==> src/rtl/dmem_port_arbiter_pkg.sv <==
//------------------------------------------------------------------------------
// Module   : dmem_port_arbiter_pkg
// Brief    : Shared owner encoding, DMEM region decode and defaults for the
//            DMEM port arbiter.
// Revision : 1.0
//------------------------------------------------------------------------------
`default_nettype none

package dmem_port_arbiter_pkg;

    typedef enum logic [1:0] {
        OWN_NONE = 2'd0,
        OWN_CPU  = 2'd1,
        OWN_DMA  = 2'd2
    } owner_e;

    // DMEM region is cpu_addr[31:28] == 4'b00X1 (0x1xxx_xxxx or 0x3xxx_xxxx)
    localparam logic [3:0] C_DMEM_REGION_MASK = 4'b1101;
    localparam logic [3:0] C_DMEM_REGION_VAL  = 4'b0001;

    localparam int C_DEFAULT_STARVE_LIMIT = 8;

    function automatic logic is_dmem_addr(input logic [31:0] addr);
        return (addr[31:28] & C_DMEM_REGION_MASK) == C_DMEM_REGION_VAL;
    endfunction

endpackage

`default_nettype wire

==> src/rtl/dmem_port_arbiter_if.sv <==
//------------------------------------------------------------------------------
// Module   : dmem_port_arbiter_if
// Brief    : CPU, DMA and DMEM-side signals of the DMEM port arbiter.
// Revision : 1.0
//------------------------------------------------------------------------------
`default_nettype none

interface dmem_port_arbiter_if #(
    parameter int AWIDTH = 14,
    parameter int DWIDTH = 32
);
    logic              cpu_req;
    logic [31:0]       cpu_addr;
    logic [3:0]        cpu_we;
    logic [DWIDTH-1:0] cpu_din;
    logic              cpu_stall;
    logic              cpu_rvalid;
    logic [DWIDTH-1:0] cpu_dout;

    logic              dma_req;
    logic [AWIDTH-1:0] dma_addr;
    logic [3:0]        dma_we;
    logic [DWIDTH-1:0] dma_din;
    logic              dma_gnt;
    logic              dma_rvalid;
    logic [DWIDTH-1:0] dma_dout;

    logic              mem_en;
    logic [3:0]        mem_we;
    logic [AWIDTH-1:0] mem_addr;
    logic [DWIDTH-1:0] mem_din;
    logic [DWIDTH-1:0] mem_dout;

    modport slave (
        input  cpu_req, cpu_addr, cpu_we, cpu_din,
        output cpu_stall, cpu_rvalid, cpu_dout,
        input  dma_req, dma_addr, dma_we, dma_din,
        output dma_gnt, dma_rvalid, dma_dout,
        output mem_en, mem_we, mem_addr, mem_din,
        input  mem_dout
    );

    modport master (
        output cpu_req, cpu_addr, cpu_we, cpu_din,
        input  cpu_stall, cpu_rvalid, cpu_dout,
        output dma_req, dma_addr, dma_we, dma_din,
        input  dma_gnt, dma_rvalid, dma_dout,
        input  mem_en, mem_we, mem_addr, mem_din,
        output mem_dout
    );

endinterface

`default_nettype wire

==> src/rtl/dmem_arb_starve_counter.sv <==
//------------------------------------------------------------------------------
// Module   : dmem_arb_starve_counter
// Brief    : Counts consecutive denied DMA cycles, saturating at STARVE_LIMIT,
//            and raises force_o once the limit is reached.
// Revision : 1.0
//------------------------------------------------------------------------------
`default_nettype none

module dmem_arb_starve_counter
    import dmem_port_arbiter_pkg::*;
#(
    parameter int STARVE_LIMIT = C_DEFAULT_STARVE_LIMIT
) (
    input  wire logic clk,
    input  wire logic rst,
    input  wire logic dma_req_i,
    input  wire logic dma_gnt_i,
    output logic      force_o
);

    localparam int              C_CW    = $clog2(STARVE_LIMIT + 1);
    localparam logic [C_CW-1:0] C_LIMIT = C_CW'(STARVE_LIMIT);

    logic [C_CW-1:0] cnt_q;
    logic [C_CW-1:0] cnt_d;

    always_comb begin
        cnt_d = '0;
        if (dma_req_i && !dma_gnt_i) begin
            cnt_d = (cnt_q == C_LIMIT) ? cnt_q : cnt_q + 1'b1;
        end
    end

    always_ff @(posedge clk or posedge rst) begin
        if (rst) begin
            cnt_q <= '0;
        end else begin
            cnt_q <= cnt_d;
        end
    end

    assign force_o = dma_req_i && (cnt_q == C_LIMIT);

endmodule

`default_nettype wire

==> src/rtl/dmem_port_arbiter.sv <==
//------------------------------------------------------------------------------
// Module   : dmem_port_arbiter
// Brief    : Shares the single-port DMEM between the CPU memory stage (fixed
//            priority) and a DMA engine (starvation-bounded), tagging read
//            data back to its issuer. DMEM_ARB_STATS_EN adds stall/grant
//            cycle counters.
// Revision : 1.0
//------------------------------------------------------------------------------
`default_nettype none

module dmem_port_arbiter
    import dmem_port_arbiter_pkg::*;
#(
    parameter int AWIDTH       = 14,
    parameter int DWIDTH       = 32,
    parameter int STARVE_LIMIT = C_DEFAULT_STARVE_LIMIT
) (
    input  wire logic          clk,
    input  wire logic          rst,
    dmem_port_arbiter_if.slave bus
`ifdef DMEM_ARB_STATS_EN
    ,
    output logic [31:0]        stat_cpu_stall,
    output logic [31:0]        stat_dma_gnt
`endif
);

    logic   w_cpu_hit;
    logic   w_force_dma;
    logic   w_unused_addr;
    owner_e w_owner;
    owner_e rd_owner_q;
    owner_e rd_owner_d;

    assign w_cpu_hit     = bus.cpu_req && is_dmem_addr(bus.cpu_addr);
    assign w_unused_addr = ^bus.cpu_addr;

    dmem_arb_starve_counter #(
        .STARVE_LIMIT (STARVE_LIMIT)
    ) u_starve (
        .clk       (clk),
        .rst       (rst),
        .dma_req_i (bus.dma_req),
        .dma_gnt_i (bus.dma_gnt),
        .force_o   (w_force_dma)
    );

    // Owner is forced to NONE during reset so every combinational output is 0.
    always_comb begin
        w_owner = OWN_NONE;
        if (rst) begin
            w_owner = OWN_NONE;
        end else if (w_force_dma) begin
            w_owner = OWN_DMA;
        end else if (w_cpu_hit) begin
            w_owner = OWN_CPU;
        end else if (bus.dma_req) begin
            w_owner = OWN_DMA;
        end
    end

    always_comb begin
        bus.mem_we   = '0;
        bus.mem_addr = '0;
        bus.mem_din  = '0;
        case (w_owner)
            OWN_CPU: begin
                bus.mem_we   = bus.cpu_we;
                bus.mem_addr = bus.cpu_addr[AWIDTH+1:2];
                bus.mem_din  = bus.cpu_din;
            end
            OWN_DMA: begin
                bus.mem_we   = bus.dma_we;
                bus.mem_addr = bus.dma_addr;
                bus.mem_din  = bus.dma_din;
            end
            default: ;
        endcase
    end

    assign bus.mem_en    = (w_owner != OWN_NONE);
    assign bus.dma_gnt   = (w_owner == OWN_DMA);
    assign bus.cpu_stall = !rst && w_force_dma && w_cpu_hit;

    assign rd_owner_d = (bus.mem_en && (bus.mem_we == 4'b0000)) ? w_owner : OWN_NONE;

    always_ff @(posedge clk or posedge rst) begin
        if (rst) begin
            rd_owner_q <= OWN_NONE;
        end else begin
            rd_owner_q <= rd_owner_d;
        end
    end

    assign bus.cpu_rvalid = (rd_owner_q == OWN_CPU);
    assign bus.dma_rvalid = (rd_owner_q == OWN_DMA);
    assign bus.cpu_dout   = bus.cpu_rvalid ? bus.mem_dout : '0;
    assign bus.dma_dout   = bus.dma_rvalid ? bus.mem_dout : '0;

`ifdef DMEM_ARB_STATS_EN
    logic [31:0] stat_cpu_stall_q;
    logic [31:0] stat_dma_gnt_q;

    always_ff @(posedge clk or posedge rst) begin
        if (rst) begin
            stat_cpu_stall_q <= '0;
            stat_dma_gnt_q   <= '0;
        end else begin
            stat_cpu_stall_q <= stat_cpu_stall_q + {31'd0, bus.cpu_stall};
            stat_dma_gnt_q   <= stat_dma_gnt_q + {31'd0, bus.dma_gnt};
        end
    end

    assign stat_cpu_stall = stat_cpu_stall_q;
    assign stat_dma_gnt   = stat_dma_gnt_q;
`endif

endmodule

`default_nettype wire

==> src/flat_wrapper.sv <==
// flat-port wrapper written by rule: the top's interface ports become plain ports
module dmem_port_arbiter_flat import dmem_port_arbiter_pkg::*;
#(
    parameter int AWIDTH       = 14,
    parameter int DWIDTH       = 32,
    parameter int STARVE_LIMIT = C_DEFAULT_STARVE_LIMIT
)
  (clk, rst, bus_cpu_req, bus_cpu_addr, bus_cpu_we, bus_cpu_din, bus_cpu_stall, bus_cpu_rvalid, bus_cpu_dout, bus_dma_req, bus_dma_addr, bus_dma_we, bus_dma_din, bus_dma_gnt, bus_dma_rvalid, bus_dma_dout, bus_mem_en, bus_mem_we, bus_mem_addr, bus_mem_din, bus_mem_dout);
  dmem_port_arbiter_if #(.AWIDTH(AWIDTH), .DWIDTH(DWIDTH)) bus_i ();
  input  wire logic clk;
  input  wire logic rst;
  input wire logic [$bits(bus_i.cpu_req)-1:0] bus_cpu_req;
  input wire logic [$bits(bus_i.cpu_addr)-1:0] bus_cpu_addr;
  input wire logic [$bits(bus_i.cpu_we)-1:0] bus_cpu_we;
  input wire logic [$bits(bus_i.cpu_din)-1:0] bus_cpu_din;
  output wire logic [$bits(bus_i.cpu_stall)-1:0] bus_cpu_stall;
  output wire logic [$bits(bus_i.cpu_rvalid)-1:0] bus_cpu_rvalid;
  output wire logic [$bits(bus_i.cpu_dout)-1:0] bus_cpu_dout;
  input wire logic [$bits(bus_i.dma_req)-1:0] bus_dma_req;
  input wire logic [$bits(bus_i.dma_addr)-1:0] bus_dma_addr;
  input wire logic [$bits(bus_i.dma_we)-1:0] bus_dma_we;
  input wire logic [$bits(bus_i.dma_din)-1:0] bus_dma_din;
  output wire logic [$bits(bus_i.dma_gnt)-1:0] bus_dma_gnt;
  output wire logic [$bits(bus_i.dma_rvalid)-1:0] bus_dma_rvalid;
  output wire logic [$bits(bus_i.dma_dout)-1:0] bus_dma_dout;
  output wire logic [$bits(bus_i.mem_en)-1:0] bus_mem_en;
  output wire logic [$bits(bus_i.mem_we)-1:0] bus_mem_we;
  output wire logic [$bits(bus_i.mem_addr)-1:0] bus_mem_addr;
  output wire logic [$bits(bus_i.mem_din)-1:0] bus_mem_din;
  input wire logic [$bits(bus_i.mem_dout)-1:0] bus_mem_dout;
  assign bus_i.cpu_req = bus_cpu_req;
  assign bus_i.cpu_addr = bus_cpu_addr;
  assign bus_i.cpu_we = bus_cpu_we;
  assign bus_i.cpu_din = bus_cpu_din;
  assign bus_cpu_stall = bus_i.cpu_stall;
  assign bus_cpu_rvalid = bus_i.cpu_rvalid;
  assign bus_cpu_dout = bus_i.cpu_dout;
  assign bus_i.dma_req = bus_dma_req;
  assign bus_i.dma_addr = bus_dma_addr;
  assign bus_i.dma_we = bus_dma_we;
  assign bus_i.dma_din = bus_dma_din;
  assign bus_dma_gnt = bus_i.dma_gnt;
  assign bus_dma_rvalid = bus_i.dma_rvalid;
  assign bus_dma_dout = bus_i.dma_dout;
  assign bus_mem_en = bus_i.mem_en;
  assign bus_mem_we = bus_i.mem_we;
  assign bus_mem_addr = bus_i.mem_addr;
  assign bus_mem_din = bus_i.mem_din;
  assign bus_i.mem_dout = bus_mem_dout;
  dmem_port_arbiter #(.AWIDTH(AWIDTH), .DWIDTH(DWIDTH), .STARVE_LIMIT(STARVE_LIMIT)) u_core (.clk(clk), .rst(rst), .bus(bus_i));
endmodule
==> config.mk <==
export PLATFORM = sky130hd
export DESIGN_NAME = dmem_port_arbiter_flat
export DESIGN_NICKNAME = d
export VERILOG_FILES = /design/src/rtl/dmem_port_arbiter_pkg.sv /design/src/rtl/dmem_port_arbiter_if.sv /design/src/rtl/dmem_arb_starve_counter.sv /design/src/rtl/dmem_port_arbiter.sv /design/src/flat_wrapper.sv
export SDC_FILE = /design/constraint.sdc
export NUM_CORES = 1
export LEC_CHECK = 0
export CAP_MARGIN = 40
export CORE_AREA = 2 2 107 109
export CTS_CLUSTER_DIAMETER = 50
export DETAILED_ROUTE_END_ITERATION = 7
export DIE_AREA = 0 0 109 111
export GPL_ROUTABILITY_DRIVEN = 0
export PLACE_DENSITY_LB_ADDON = 0.05
export SLEW_MARGIN = 15
export SYNTH_ARGS = -nofsm -noshare
export SYNTH_HDL_FRONTEND = slang
export SYNTH_SLANG_ARGS = --single-unit
==> constraint.sdc <==
create_clock -name clk -period 6.2 [get_ports clk]
set_input_delay 0.62 -clock clk [delete_from_list [all_inputs] [get_ports clk]]
set_output_delay 0.62 -clock clk [all_outputs]
set_load 0.05 [all_outputs]
==> flow_summary.rst, run 1 <==
.. list-table::
   :header-rows: 1

   * - Metric
     - Value
   * - Status
     - complete, no violations
   * - Power share of the clock group
     - 29.3%
   * - Overall fraction of global-route tracks in use
     - approximately an eighth
   * - Cell accounting for the most synthesized area
     - sky130_fd_sc_hd__and2_1
   * - Crit-path max cell delay
     - 0.83 ns
   * - Worst Setup Slack, final
     - ~2.2 ns
   * - Nature of the critical path endpoint
     - output port
   * - Critical Path, Cell by Cell
     - clkdlybuf4s50_1 > nand4bb_1 > o21ai_0 > ha_2 > buf_12 > a22oi_1 > nor2_1 > clkdlybuf4s50_1
   * - Worst R2R Start
     - u_core.u_starve.cnt_q[0]
   * - Terminus of the critical flop-to-flop path
     - u_core.rd_owner_q[1]
   * - Global route overflow
     - 0
   * - Layout overhead on the synthesized area
     - 192.3%
   * - Final Max Slew Viols
     - 0
   * - Number of gates resized after CTS
     - 0
   * - Detailed-route via count
     - 2531
   * - Number of antenna diodes
     - 0
   * - Worst-case headroom to the max-slew limit
     - 62.17%
   * - Cell Count Post-Placement
     - 608
   * - Post-synth top area share
     - 27.49%
   * - Largest net degree at the start of global routing
     - 41
   * - Startpoint kind of the worst setup timing path
     - input port
   * - Count of pins on the block boundary
     - 273
   * - # clock sinks
     - 6
   * - Max capacitance violation total
     - 0
   * - Class of the most critical setup path
     - in2out
   * - Worst hold path type
     - reg2reg
   * - Height of the chip
     - between 100 and 150 um
   * - Path length in cells of the critical path
     - 8
   * - Number of buffers inserted during clock tree synthesis
     - 3
   * - Gate family responsible for the most delay along the worst path
     - buffers and inverters
   * - Origin of the worst setup path
     - bus_cpu_addr[30]
   * - Number of placement rows
     - 39
   * - Switching portion of total power
     - 32.29%
   * - Switch Pwr
     - 0.0001141 W
   * - Post-detailed-route wirelength per cell
     - 13.80 um
   * - CTS root buf
     - sky130_fd_sc_hd__clkbuf_16
   * - Cell seen most often among critical-path stages
     - sky130_fd_sc_hd__clkdlybuf4s50_1
   * - Antenna violations before repair
     - 1
   * - Mean number of vias per cell
     - roughly 4.1
   * - Register clock-pin slew on the reported worst setup and hold paths
     - about 0.03 ns
   * - Total buffers and inverters traversed by the critical path
     - 3
   * - Final worst-path cycle share
     - 65.32%
   * - CTS tree
     - done
   * - Antenna-violating nets left
     - 0
   * - Number of detailed-route iterations in the first pass
     - 4
   * - Share of cells above drive strength 1
     - 2.350%
   * - Design internal power
     - 0.0002392 W
   * - First DRT Iteration DRCs
     - 116
   * - Number of hold violations in the final report
     - 0
   * - CTS max path bufs
     - 2
   * - Actual slew at the worst max-slew pin
     - 0.5656 ns
   * - Number of buffers added to fix hold violations after cts
     - 0
   * - Pre-CTS setup slack
     - 2.079 ns
   * - Worst path required time
     - 5.58 ns
   * - Flop pwr share
     - 12.0%
   * - Number of distinct library cells after synthesis
     - 23
   * - Setup-violating endpoint count in the final report
     - 0
   * - Final setup TNS
     - 0 ns
   * - Capture point of the worst path
     - bus_mem_din[7]
   * - Half-perimeter wire length after placement
     - 7018 um
   * - Internal reg-to-reg setup slack
     - 3.70 ns
   * - Final core utilization
     - 38.43%
   * - Min cycle time layout
     - 4.050 ns
   * - Fin Clk Skew
     - 0.0001718 ns
   * - Avg Inst Size Synth
     - 6.444 um^2
   * - Yosys warns
     - 0
   * - Cell count of the worst reg-to-reg path
     - 9
   * - Top post-synthesis cells by area
     - sky130_fd_sc_hd__and2_1 27%, sky130_fd_sc_hd__a22oi_1 26%, sky130_fd_sc_hd__nor2_1 14%, sky130_fd_sc_hd__dfrtp_1 10%, sky130_fd_sc_hd__ha_1 4.3%
   * - Port Buffers
     - between 200 and 300
   * - Netlist area before placement
     - 1456 um^2
   * - Non-filler instance count after layout
     - 611
   * - Number of flip-flops and latches in the synthesized netlist
     - 6
   * - Wire length of the first global-routing pass
     - around 12000 um
   * - Via count of the first global-routing pass
     - ~2400
   * - Count of nets after finishing
     - 629
   * - Core outline area
     - 11080 um^2
   * - Leak Pwr
     - 1.518 nW
   * - Data arrival time at the worst-slack endpoint
     - between 3 and 4 ns
   * - Sequential cell area fraction in the yosys report
     - approximately a tenth
   * - Clock latency of the later-clocked register in the worst-skew pair
     - 0.23 ns
   * - Initial core utilization
     - around an eighth
   * - Total power per unit cell area
     - 83.00 nW/um^2
   * - Slowest library cell on the worst path
     - sky130_fd_sc_hd__clkdlybuf4s50_1
   * - Area of the die
     - ~12000 um^2
   * - VDD IR max
     - 0.05906 mV
   * - Final wirelength
     - between 8000 and 9000 um
   * - Max FO, Critical Path
     - 40
   * - Post-CTS Setup Repair Bufs
     - 0
   * - Mapped Cells
     - 226
   * - Combinational fraction of design power
     - 58.8%
   * - Number of nets produced by synthesis
     - 385
   * - Die boundary width
     - approximately 110 um
   * - Count of H-tree levels built during CTS
     - 1
   * - DRC violation count after routing
     - 0
   * - Setup repair after global routing missed its margin
     - no
   * - Upper clock frequency limit
     - 246.9 MHz
## tightest hold or removal path: cells and delay by family (launching register included)
family           cells  cell delay (ns)
flip-flops           1             0.34
AND/OR/NAND/NOR      1             0.08
XOR/XNOR             1             0.07
## cell usage after synthesis
library cell and number:
sky130_fd_sc_hd__and2_1 64, sky130_fd_sc_hd__nor2_1 53, sky130_fd_sc_hd__a22oi_1 50, sky130_fd_sc_hd__clkbuf_1 12, sky130_fd_sc_hd__buf_2 10, sky130_fd_sc_hd__inv_1 7, sky130_fd_sc_hd__dfrtp_1 6, sky130_fd_sc_hd__ha_1 5
sky130_fd_sc_hd__nor2b_1 3, sky130_fd_sc_hd__nor3_1 2, sky130_fd_sc_hd__xnor2_1 2, sky130_fd_sc_hd__a211o_1 1, sky130_fd_sc_hd__a41oi_1 1, sky130_fd_sc_hd__and3b_1 1, sky130_fd_sc_hd__buf_6 1, sky130_fd_sc_hd__mux2i_1 1
sky130_fd_sc_hd__nand2b_1 1, sky130_fd_sc_hd__nand3_1 1, sky130_fd_sc_hd__nand4bb_1 1, sky130_fd_sc_hd__nor3_2 1, sky130_fd_sc_hd__nor3b_1 1, sky130_fd_sc_hd__o21ai_0 1, sky130_fd_sc_hd__xor2_1 1
## kinds of logic after synthesis
logic type,synth area share [%]
flip-flops,10.31
adder cells (fa/ha/maj),4.296
AND/OR/NAND/NOR,46.48
XOR/XNOR,1.804
AO/OA/AOI/OAI,27.32
buffers and inverters,9.107
multiplexers,0.6873
## cell type report
class,count,area [um^2]
Multi-Input combinational cell,190,1179
Sequential cell,6,150.1
Fill cell,1160,6820
Tap cell,143,178.9
Clock buffer,3,75.07
Timing Repair Buffer,262,2648
Inverter,7,26.28
## how the worst min path moves through the flow
stage / from / to / slack (ns) / cells past startpoint
finish: u_core.u_starve.cnt_q[3] / u_core.u_starve.cnt_q[3] / 0.54 / 2
floorplan: rst / u_core.rd_owner_q[0] / 0.41 / 1
detailed placement: u_core.u_starve.cnt_q[3] / u_core.u_starve.cnt_q[3] / 0.55 / 2
global route: u_core.u_starve.cnt_q[3] / u_core.u_starve.cnt_q[3] / 0.60 / 2
CTS: u_core.u_starve.cnt_q[3] / u_core.u_starve.cnt_q[3] / 0.56 / 2
global placement: u_core.u_starve.cnt_q[3] / u_core.u_starve.cnt_q[3] / 0.51 / 2
## power by group through the flow
stage | Combinational, W | Clock, W | Sequential, W
global route | 0.000221 | 0.000109 | 0.0000426
floorplan | 0.0000840 | 0 | 0.0000424
global placement | 0.000204 | 0 | 0.0000426
finish | 0.000208 | 0.000103 | 0.0000423
CTS | 0.000210 | 0.000105 | 0.0000423
detailed placement | 0.000209 | 0 | 0.0000428
## per-layer routing
layer  up-vias  part of all wire (%)  track usage (%)
li1       1256                     -                -
met1      1096                    34            13.25
met2       172                    51            24.60
met3         7                    13            4.586
met4         0                   1.0            2.051
met5         -                     0                0
## registers in the layout, summed over array words and instances (netlist names)
name and count:
u_core.u_starve.cnt_q 4, u_core.rd_owner_q 2
## per-stage QoR
stage	hold WS, ns	instance area [um^2]	total power (W)
after floorplan	0.4110	1456	0.0001264
after global placement	0.5142	4121	0.0002464
after detailed placement	0.5489	4182	0.0002520
after CTS	0.5553	4257	0.0003574
after global routing	0.5963	4257	0.0003725
final	0.5391	4257	0.0003533
## layout by cell type, fill, tap and decap left out
cell type | netlist | routed
sky130_fd_sc_hd__clkdlybuf4s50_1 | 0 | 257
sky130_fd_sc_hd__and2_1 | 64 | 64
sky130_fd_sc_hd__nor2_1 | 53 | 53
sky130_fd_sc_hd__a22oi_1 | 50 | 50
sky130_fd_sc_hd__inv_1 | 7 | 7
sky130_fd_sc_hd__dfrtp_1 | 6 | 6
sky130_fd_sc_hd__nor2b_1 | 3 | 3
sky130_fd_sc_hd__ha_1 | 5 | 3
sky130_fd_sc_hd__clkbuf_16 | 0 | 3
sky130_fd_sc_hd__buf_12 | 0 | 3
sky130_fd_sc_hd__xnor2_1 | 2 | 2
sky130_fd_sc_hd__nor3_1 | 2 | 2
sky130_fd_sc_hd__ha_2 | 0 | 2
sky130_fd_sc_hd__buf_4 | 0 | 2
sky130_fd_sc_hd__nand2b_1 | 1 | 1
sky130_fd_sc_hd__and3b_1 | 1 | 1
sky130_fd_sc_hd__mux2i_1 | 1 | 1
sky130_fd_sc_hd__nand4bb_1 | 1 | 1
sky130_fd_sc_hd__a211o_1 | 1 | 1
sky130_fd_sc_hd__o21ai_0 | 1 | 1
sky130_fd_sc_hd__a41oi_1 | 1 | 1
sky130_fd_sc_hd__nor3_2 | 1 | 1
sky130_fd_sc_hd__nor3b_1 | 1 | 1
sky130_fd_sc_hd__nand3_1 | 1 | 1
sky130_fd_sc_hd__xor2_1 | 1 | 1
Power figures use the tool's default switching activity.
==> run 2: changes to the inputs <==
--- a/config.mk
+++ b/config.mk
@@ -6,10 +6,10 @@
 export NUM_CORES = 1
 export LEC_CHECK = 0
 export CAP_MARGIN = 40
-export CORE_AREA = 2 2 107 109
+export CORE_AREA = 2 2 105 107
 export CTS_CLUSTER_DIAMETER = 50
 export DETAILED_ROUTE_END_ITERATION = 7
-export DIE_AREA = 0 0 109 111
+export DIE_AREA = 0 0 107 109
 export GPL_ROUTABILITY_DRIVEN = 0
 export PLACE_DENSITY_LB_ADDON = 0.05
 export SLEW_MARGIN = 15
==> constraint.sdc (replaced) <==
create_clock -name clk -period 3.3 [get_ports clk]
set_input_delay 0.33 -clock clk [delete_from_list [all_inputs] [get_ports clk]]
set_output_delay 0.33 -clock clk [all_outputs]
set_load 0.05 [all_outputs]
==> run 2 against run 1 <==
  * Sequential power up 87%
  * Non-clock buffer count grew 3
  * Clock-buffer cell count stayed put
  * Largest cell class unchanged
  * Die area decreased by 3.6%
  * Total power rose by 74%
  * Critical path type is now reg2out
==> flow_summary.rst, run 2 (synthesis gave the netlist of run 1 again) <==
.. list-table::
   :header-rows: 1

   * - Metric
     - Value
   * - Status
     - complete, no violations
   * - Data arrival time at the worst-slack endpoint
     - 2.64 ns (-0.79 ns)
   * - Number of placement rows
     - 38 (-2.6%)
   * - First DRT Iteration DRCs
     - 97 (-16%)
   * - Final Max Slew Viols
     - 0 (unchanged)
   * - Wire length of the first global-routing pass
     - 12390 um (+0.17%)
   * - Count of pins on the block boundary
     - 273 (unchanged)
   * - Via count of the first global-routing pass
     - 2459 (+3.4%)
   * - Clock latency of the later-clocked register in the worst-skew pair
     - 0.22 ns (about the same)
   * - CTS root buf
     - sky130_fd_sc_hd__clkbuf_8
   * - Max capacitance violation total
     - 0 (unchanged)
   * - Final-layout worst hold slack
     - 0.3979 ns (-0.1412 ns)
   * - VDD IR max
     - 0.06903 mV (+17%)
   * - CTS max path bufs
     - 2 (unchanged)
   * - Class of the most critical setup path
     - reg2out
   * - Global route overflow
     - 0 (unchanged)
   * - Flip-flop count of the largest register, all copies and words added
     - 4 (unchanged)
   * - Critical Path, Cell by Cell
     - inv_1 > ha_1 > and3b_1 > a211o_1 > ha_1 > inv_1 > clkdlybuf4s50_1
   * - Min cycle time layout
     - 2.972 ns
   * - Leading registers by flop count
     - u_core.u_starve.cnt_q x4, u_core.rd_owner_q x2
   * - DRC violation count after routing
     - 0 (unchanged)
   * - Worst-case headroom to the max-slew limit
     - 64.85% (+2.7 points)
   * - CTS tree
     - done
   * - Number of buffers added to fix hold violations after cts
     - 0 (unchanged)
   * - Detailed-route via count
     - 2550 (+0.75%)
   * - Share of cells above drive strength 1
     - 14.01% (+12 points)
   * - Post-CTS Setup Repair Bufs
     - 0 (unchanged)
   * - Layout overhead on the synthesized area
     - 225.1%
   * - Max FO, Critical Path
     - 6 (-85%)
   * - Most frequent cells in the layout
     - 205 x sky130_fd_sc_hd__clkdlybuf4s50_1, 64 x sky130_fd_sc_hd__and2_1, 53 x sky130_fd_sc_hd__nor2_1
   * - Pre-CTS setup slack
     - 0.3865 ns (-1.692 ns)
   * - Core outline area
     - 10600 um^2 (-4.3%)
   * - Area of the die
     - 11660 um^2 (-3.6%)
   * - Fillcell total
     - 1056 (-9.0%)
   * - Crit-path max cell delay
     - 0.80 ns (-0.03 ns)
   * - Setup-violating endpoint count in the final report
     - 0 (unchanged)
   * - Final wirelength
     - 8884 um (+5.4%)
   * - Final setup TNS
     - 0 ns (unchanged)
   * - Mean number of vias per cell
     - 4.173 (+0.75%)
   * - Nature of the critical path endpoint
     - output port
   * - Fin Clk Skew
     - 0.003356 ns (+0.003184 ns)
   * - Most common library cell in the layout ignoring fill and taps
     - sky130_fd_sc_hd__clkdlybuf4s50_1
   * - Register clock-pin slew on the reported worst setup and hold paths
     - 0.04 ns (about the same)
   * - Worst hold path type
     - in2async
   * - Number of buffers inserted during clock tree synthesis
     - 3 (unchanged)
   * - Worst path required time
     - 2.97 ns (-2.61 ns)
   * - Worst Setup Slack, final
     - 0.3277 ns (-1.823 ns)
   * - Final worst-path cycle share
     - 90.07%
   * - Number of antenna diodes
     - 0 (unchanged)
   * - Number of hold violations in the final report
     - 0 (unchanged)
   * - Total power per unit cell area
     - 129.6 nW/um^2 (+56%)
   * - Upper clock frequency limit
     - 336.4 MHz
   * - Initial core utilization
     - 13.74% (+0.59 points)
   * - Overall fraction of global-route tracks in use
     - 13.57% (+0.73 points)
   * - Antenna violations before repair
     - 1 (unchanged)
   * - Post-detailed-route wirelength per cell
     - 14.54 um (+5.4%)
   * - Port Buffers
     - 257 (unchanged)
   * - Setup repair after global routing missed its margin
     - no
   * - Number of gates resized after CTS
     - 0 (unchanged)
   * - Antenna-violating nets left
     - 0 (unchanged)
   * - Count of nets after finishing
     - 632 (+0.48%)
   * - Die boundary width
     - 107 um (-1.8%)
   * - Leak Pwr
     - 1.756 nW (+16%)
   * - Height of the chip
     - 109 um (-1.8%)
   * - Startpoint kind of the worst setup timing path
     - register
   * - Slowest library cell on the worst path
     - sky130_fd_sc_hd__clkdlybuf4s50_1
   * - Register name with the most flops
     - u_core.u_starve.cnt_q
   * - Largest net degree at the start of global routing
     - 49 (+20%)
   * - Number of detailed-route iterations in the first pass
     - 4 (unchanged)
   * - # clock sinks
     - 6 (unchanged)
   * - Final core utilization
     - 44.65% (+6.2 points)
   * - Actual slew at the worst max-slew pin
     - 0.5256 ns (-0.04001 ns)
   * - Count of H-tree levels built during CTS
     - 1 (unchanged)
   * - Half-perimeter wire length after placement
     - 7650 um (+9.0%)
-- run 2: changes by cell type in the layout (fill, tap and decap cells not counted), sizes merged --
| cell | delta |
|---|---|
| clkdlybuf4s50 | -52 |
| buf | +55 |
-- run 2: critical path: cells and delay by family (launching register included) --
kind | cells | cell delay, ns
compound gates | 1 | 0.41
fa+ha+maj | 2 | 0.46
buf+inv | 3 | 0.94
flops | 1 | 0.36
simple gates | 1 | 0.26
-- run 2: area by class of cell --
class / count / area (um^2) / area share [%]
clock buffers: 3 / 41.29 / 0.8721
inverters: 7 / 26.28 / 0.5550
multi-input cells: 190 / 1189 / 25.11
flip-flops and latches: 6 / 150.1 / 3.171
well taps: 140 / 175.2 / 3.700
repair buffers: 265 / 3153 / 66.60
-- run 2: path summary, 6_finish.rpt --
check / startpoint / slack [ns] / to / depth (start not counted)
worst min-delay path: rst / 0.40 / u_core.u_starve.cnt_q[0] / 2
worst min register to register: u_core.u_starve.cnt_q[3] / 0.53 / u_core.u_starve.cnt_q[3] / 2
worst max register to register: u_core.u_starve.cnt_q[0] / 0.74 / u_core.rd_owner_q[1] / 9
worst max-delay path: u_core.u_starve.cnt_q[0] / 0.33 / bus_mem_en / 7
min in group clk: u_core.u_starve.cnt_q[3] / 0.53 / u_core.u_starve.cnt_q[3] / 2
max in group asynchronous: rst / 2.70 / u_core.u_starve.cnt_q[2] / 2
-- run 2: stage by stage --
stage                     total power (W)  cells  instance area [um^2]
after floorplan                 0.0002375    226                  1456
after global placement          0.0005059    608                  4683
after CTS                       0.0006223    611                  4725
after detailed placement        0.0005083    608                  4683
final                           0.0006134    611                  4735
after global routing            0.0006474    611                  4735
-- run 2: per-layer routing --
layer  vias up  wire length [um]  global-route usage (%)
li1       1260                 -                       -
met2       166              4816                   28.39
met5         -                12                       0
met1      1116              2945                   12.59
met4         2                43                   2.226
met3         6              1066                   4.842
-- run 2: where the power goes --
group / internal, W / switching [W]
combinational: 0.000245 / 0.000181
sequential: 0.0000770 / 0.00000239
clock: 0.0000782 / 0.0000300
total: 0.000400 / 0.000213
==> run 3: changes to the inputs <==
--- a/config.mk
+++ b/config.mk
@@ -6,10 +6,12 @@
 export NUM_CORES = 1
 export LEC_CHECK = 0
 export CAP_MARGIN = 40
-export CORE_AREA = 2 2 105 107
+export CELL_PAD_IN_SITES_DETAIL_PLACEMENT = 0
+export CELL_PAD_IN_SITES_GLOBAL_PLACEMENT = 2
+export CORE_MARGIN = 5
+export CORE_UTILIZATION = 10
 export CTS_CLUSTER_DIAMETER = 50
 export DETAILED_ROUTE_END_ITERATION = 7
-export DIE_AREA = 0 0 107 109
 export GPL_ROUTABILITY_DRIVEN = 0
 export PLACE_DENSITY_LB_ADDON = 0.05
 export SLEW_MARGIN = 15
==> run 3 against run 2 <==
  * Clock-buffer cell count stayed put
  * Maximum frequency is 0.54% higher
  * Non-clock buffer count decreased by 1
  * Critical path type unchanged
  * Largest power group unchanged
  * Critical path depth grew 3
  * Sequential share of layout area down 0.078 points
  * Sequential power about the same
  * Highest routed layer is now met4
  * Cell count grew 7.2%
  * Register-to-register slack is essentially flat
  * Largest cell class unchanged
  * Utilization is 11 points lower
  * First-iteration DRC count decreased by 21%
  * Global-route usage decreased by 2.9 points
==> flow_summary.rst, run 3 (synthesis gave the netlist of run 1 again) <==
.. list-table::
   :header-rows: 1

   * - Metric
     - Value
   * - Crit-path max cell delay
     - 0.39 ns (-0.41 ns)
   * - Die boundary width
     - 130.7 um (+22%)
   * - Switching portion of total power
     - 31.87% (-2.9 points)
   * - Max FO, Critical Path
     - 48 (+42)
   * - Antenna violations before repair
     - 0 (-1)
   * - Area of the die
     - 17080 um^2 (+46%)
   * - Final setup TNS
     - 0 ns (unchanged)
   * - Number of placement rows
     - 44 (+16%)
   * - Power share of the clock group
     - 27.6% (+10 points)
   * - Final Max Slew Viols
     - 0 (unchanged)
   * - Design internal power
     - 0.0004806 W (+20%)
   * - Wire length of the first global-routing pass
     - 14170 um (+14%)
   * - Post-detailed-route wirelength per cell
     - 15.33 um (+5.5%)
   * - Status
     - complete, no violations
   * - Global route overflow
     - 0 (unchanged)
   * - VDD IR max
     - 0.07717 mV (+12%)
   * - Nature of the critical path endpoint
     - output port
   * - Register name with the most flops
     - u_core.u_starve.cnt_q
   * - Height of the chip
     - 130.7 um (+20%)
   * - Number of gates resized after CTS
     - 0 (unchanged)
   * - Antenna-violating nets left
     - 0 (unchanged)
   * - Critical Path, Cell by Cell
     - inv_1 > ha_1 > and3b_1 > a211o_1 > inv_1 > ha_2 > buf_12 > a22oi_1 > nor2_1 > buf_12
   * - # clock sinks
     - 6 (unchanged)
   * - Post-CTS Setup Repair Bufs
     - 0 (unchanged)
   * - Count of pins on the block boundary
     - 273 (unchanged)
   * - Worst path required time
     - 2.97 ns (about the same)
   * - Core outline area
     - 14420 um^2 (+36%)
   * - Actual slew at the worst max-slew pin
     - 0.5669 ns (+0.04124 ns)
   * - Setup-violating endpoint count in the final report
     - 0 (unchanged)
   * - Via count of the first global-routing pass
     - 2640 (+7.4%)
   * - Post-placement cell area
     - 4776 um^2 (+2.0%)
   * - Leak Pwr
     - 1.776 nW (+1.1%)
   * - Flip-flop count of the largest register, all copies and words added
     - 4 (unchanged)
   * - Port Buffers
     - 257 (unchanged)
   * - CTS tree
     - done
   * - Number of detailed-route iterations in the first pass
     - 4 (unchanged)
   * - Leading registers by flop count
     - u_core.u_starve.cnt_q x4, u_core.rd_owner_q x2
   * - Worst-case headroom to the max-slew limit
     - 62.09% (-2.8 points)
   * - Number of buffers added to fix hold violations after cts
     - 0 (unchanged)
   * - CTS root buf
     - sky130_fd_sc_hd__clkbuf_16
   * - DRC violation count after routing
     - 0 (unchanged)
   * - Initial core utilization
     - 10.10% (-3.6 points)
   * - Total power per unit cell area
     - 145.3 nW/um^2 (+12%)
   * - Final instance area
     - 4853 um^2 (+2.5%)
   * - Combinational fraction of design power
     - 61.1% (-8.3 points)
   * - Clock latency of the later-clocked register in the worst-skew pair
     - 0.23 ns (about the same)
   * - Startpoint kind of the worst setup timing path
     - register
   * - Worst hold path type
     - in2async
   * - Setup repair after global routing missed its margin
     - no
   * - Flop pwr share
     - 11.3% (-1.6 points)
   * - Most common library cell in the layout ignoring fill and taps
     - sky130_fd_sc_hd__clkdlybuf4s50_1
   * - Upper clock frequency limit
     - 338.2 MHz (+0.54%)
   * - Layout overhead on the synthesized area
     - 233.2%
   * - Fin Clk Skew
     - 0.0004297 ns (-0.002927 ns)
   * - Largest net degree at the start of global routing
     - 49 (unchanged)
   * - Mean number of vias per cell
     - 3.892 (-6.8%)
   * - Count of nets after finishing
     - 631 (-0.16%)
   * - Number of hold violations in the final report
     - 0 (unchanged)
   * - CTS max path bufs
     - 2 (unchanged)
   * - Most frequent cells in the layout
     - 206 x sky130_fd_sc_hd__clkdlybuf4s50_1, 64 x sky130_fd_sc_hd__and2_1, 55 x sky130_fd_sc_hd__buf_12
   * - Half-perimeter wire length after placement
     - 8528 um (+11%)
   * - Number of buffers inserted during clock tree synthesis
     - 3 (unchanged)
   * - First DRT Iteration DRCs
     - 77 (-21%)
   * - Detailed-route via count
     - 2549 (-0.039%)
   * - Slowest library cell on the worst path
     - sky130_fd_sc_hd__a211o_1
   * - Cell Count Post-Placement
     - 651 (+7.1%)
   * - Sum of internal, switching and leakage power
     - 0.0007053 W (+15%)
   * - Share of cells above drive strength 1
     - 14.04% (+0.030 points)
   * - Overall fraction of global-route tracks in use
     - 10.65% (-2.9 points)
   * - Register clock-pin slew on the reported worst setup and hold paths
     - 0.03 ns (about the same)
   * - Class of the most critical setup path
     - reg2out
   * - Non-filler instance count after layout
     - 655 (+7.2%)
   * - Data arrival time at the worst-slack endpoint
     - 2.63 ns (about the same)
   * - Min cycle time layout
     - 2.956 ns (-0.01591 ns)
   * - Max capacitance violation total
     - 0 (unchanged)
   * - Count of H-tree levels built during CTS
     - 1 (unchanged)
   * - Final wirelength
     - 10040 um (+13%)
   * - Final worst-path cycle share
     - 89.59% (-0.48 points)
   * - Switch Pwr
     - 0.0002247 W (+5.3%)
[run 3: worst paths after layout]
kind                            depth (start not counted)                startpoint  slack [ns]                        to
worst min register to register                          2  u_core.u_starve.cnt_q[3]        0.54  u_core.u_starve.cnt_q[3]
worst max register to register                         10  u_core.u_starve.cnt_q[0]        0.73      u_core.rd_owner_q[1]
worst min-delay path                                    2                       rst        0.38      u_core.rd_owner_q[1]
min in group clk                                        2  u_core.u_starve.cnt_q[3]        0.54  u_core.u_starve.cnt_q[3]
max in group asynchronous                               2                       rst        2.73  u_core.u_starve.cnt_q[2]
worst max-delay path                                   10  u_core.u_starve.cnt_q[0]        0.34             bus_mem_we[3]
[run 3: critical path: cells and delay by family (launching register included)]
family          cells  cell delay [ns]
buf+inv             4             0.56
compound gates      2             0.53
fa+ha+maj           2             0.43
flops               1             0.36
simple gates        2             0.47
[run 3: metrics by stage]
step	util [%]	setup WS [ns]	hold slack, ns
floorplan	-	0.1100	0.1210
global placement	33.11	0.4198	0.5259
global route	33.63	0.1546	0.4046
CTS	33.63	0.1903	0.3899
finish	33.65	0.3436	0.3768
detailed placement	33.11	0.3999	0.5268
[run 3: cell type report]
type / count / area [um^2]
antenna: 1 / 2.502
clock buffer: 3 / 75.07
fill: 1501 / 9570
inverter: 7 / 26.28
multi-input combinational: 190 / 1184
sequential: 6 / 150.1
tap: 184 / 230.2
timing repair buffer: 264 / 3186
[run 3: power by group through the flow]
stage	Sequential, W	Clock [W]	Combinational (W)
CTS	0.0000796	0.000197	0.000438
global route	0.0000800	0.000203	0.000459
global placement	0.0000804	0	0.000435
floorplan	0.0000797	0	0.000158
detailed placement	0.0000804	0	0.000437
finish	0.0000795	0.000195	0.000431
[run 3: metal layers]
| metal | vias up | track usage [%] | routed length [um] |
|---|---|---|---|
| li1 | 1265 | - | - |
| met1 | 1113 | 10.53 | 3372 |
| met2 | 164 | 20.05 | 5098 |
| met3 | 7 | 5.528 | 1477 |
| met4 | 0 | 1.815 | 95 |
| met5 | - | 0 | 0 |
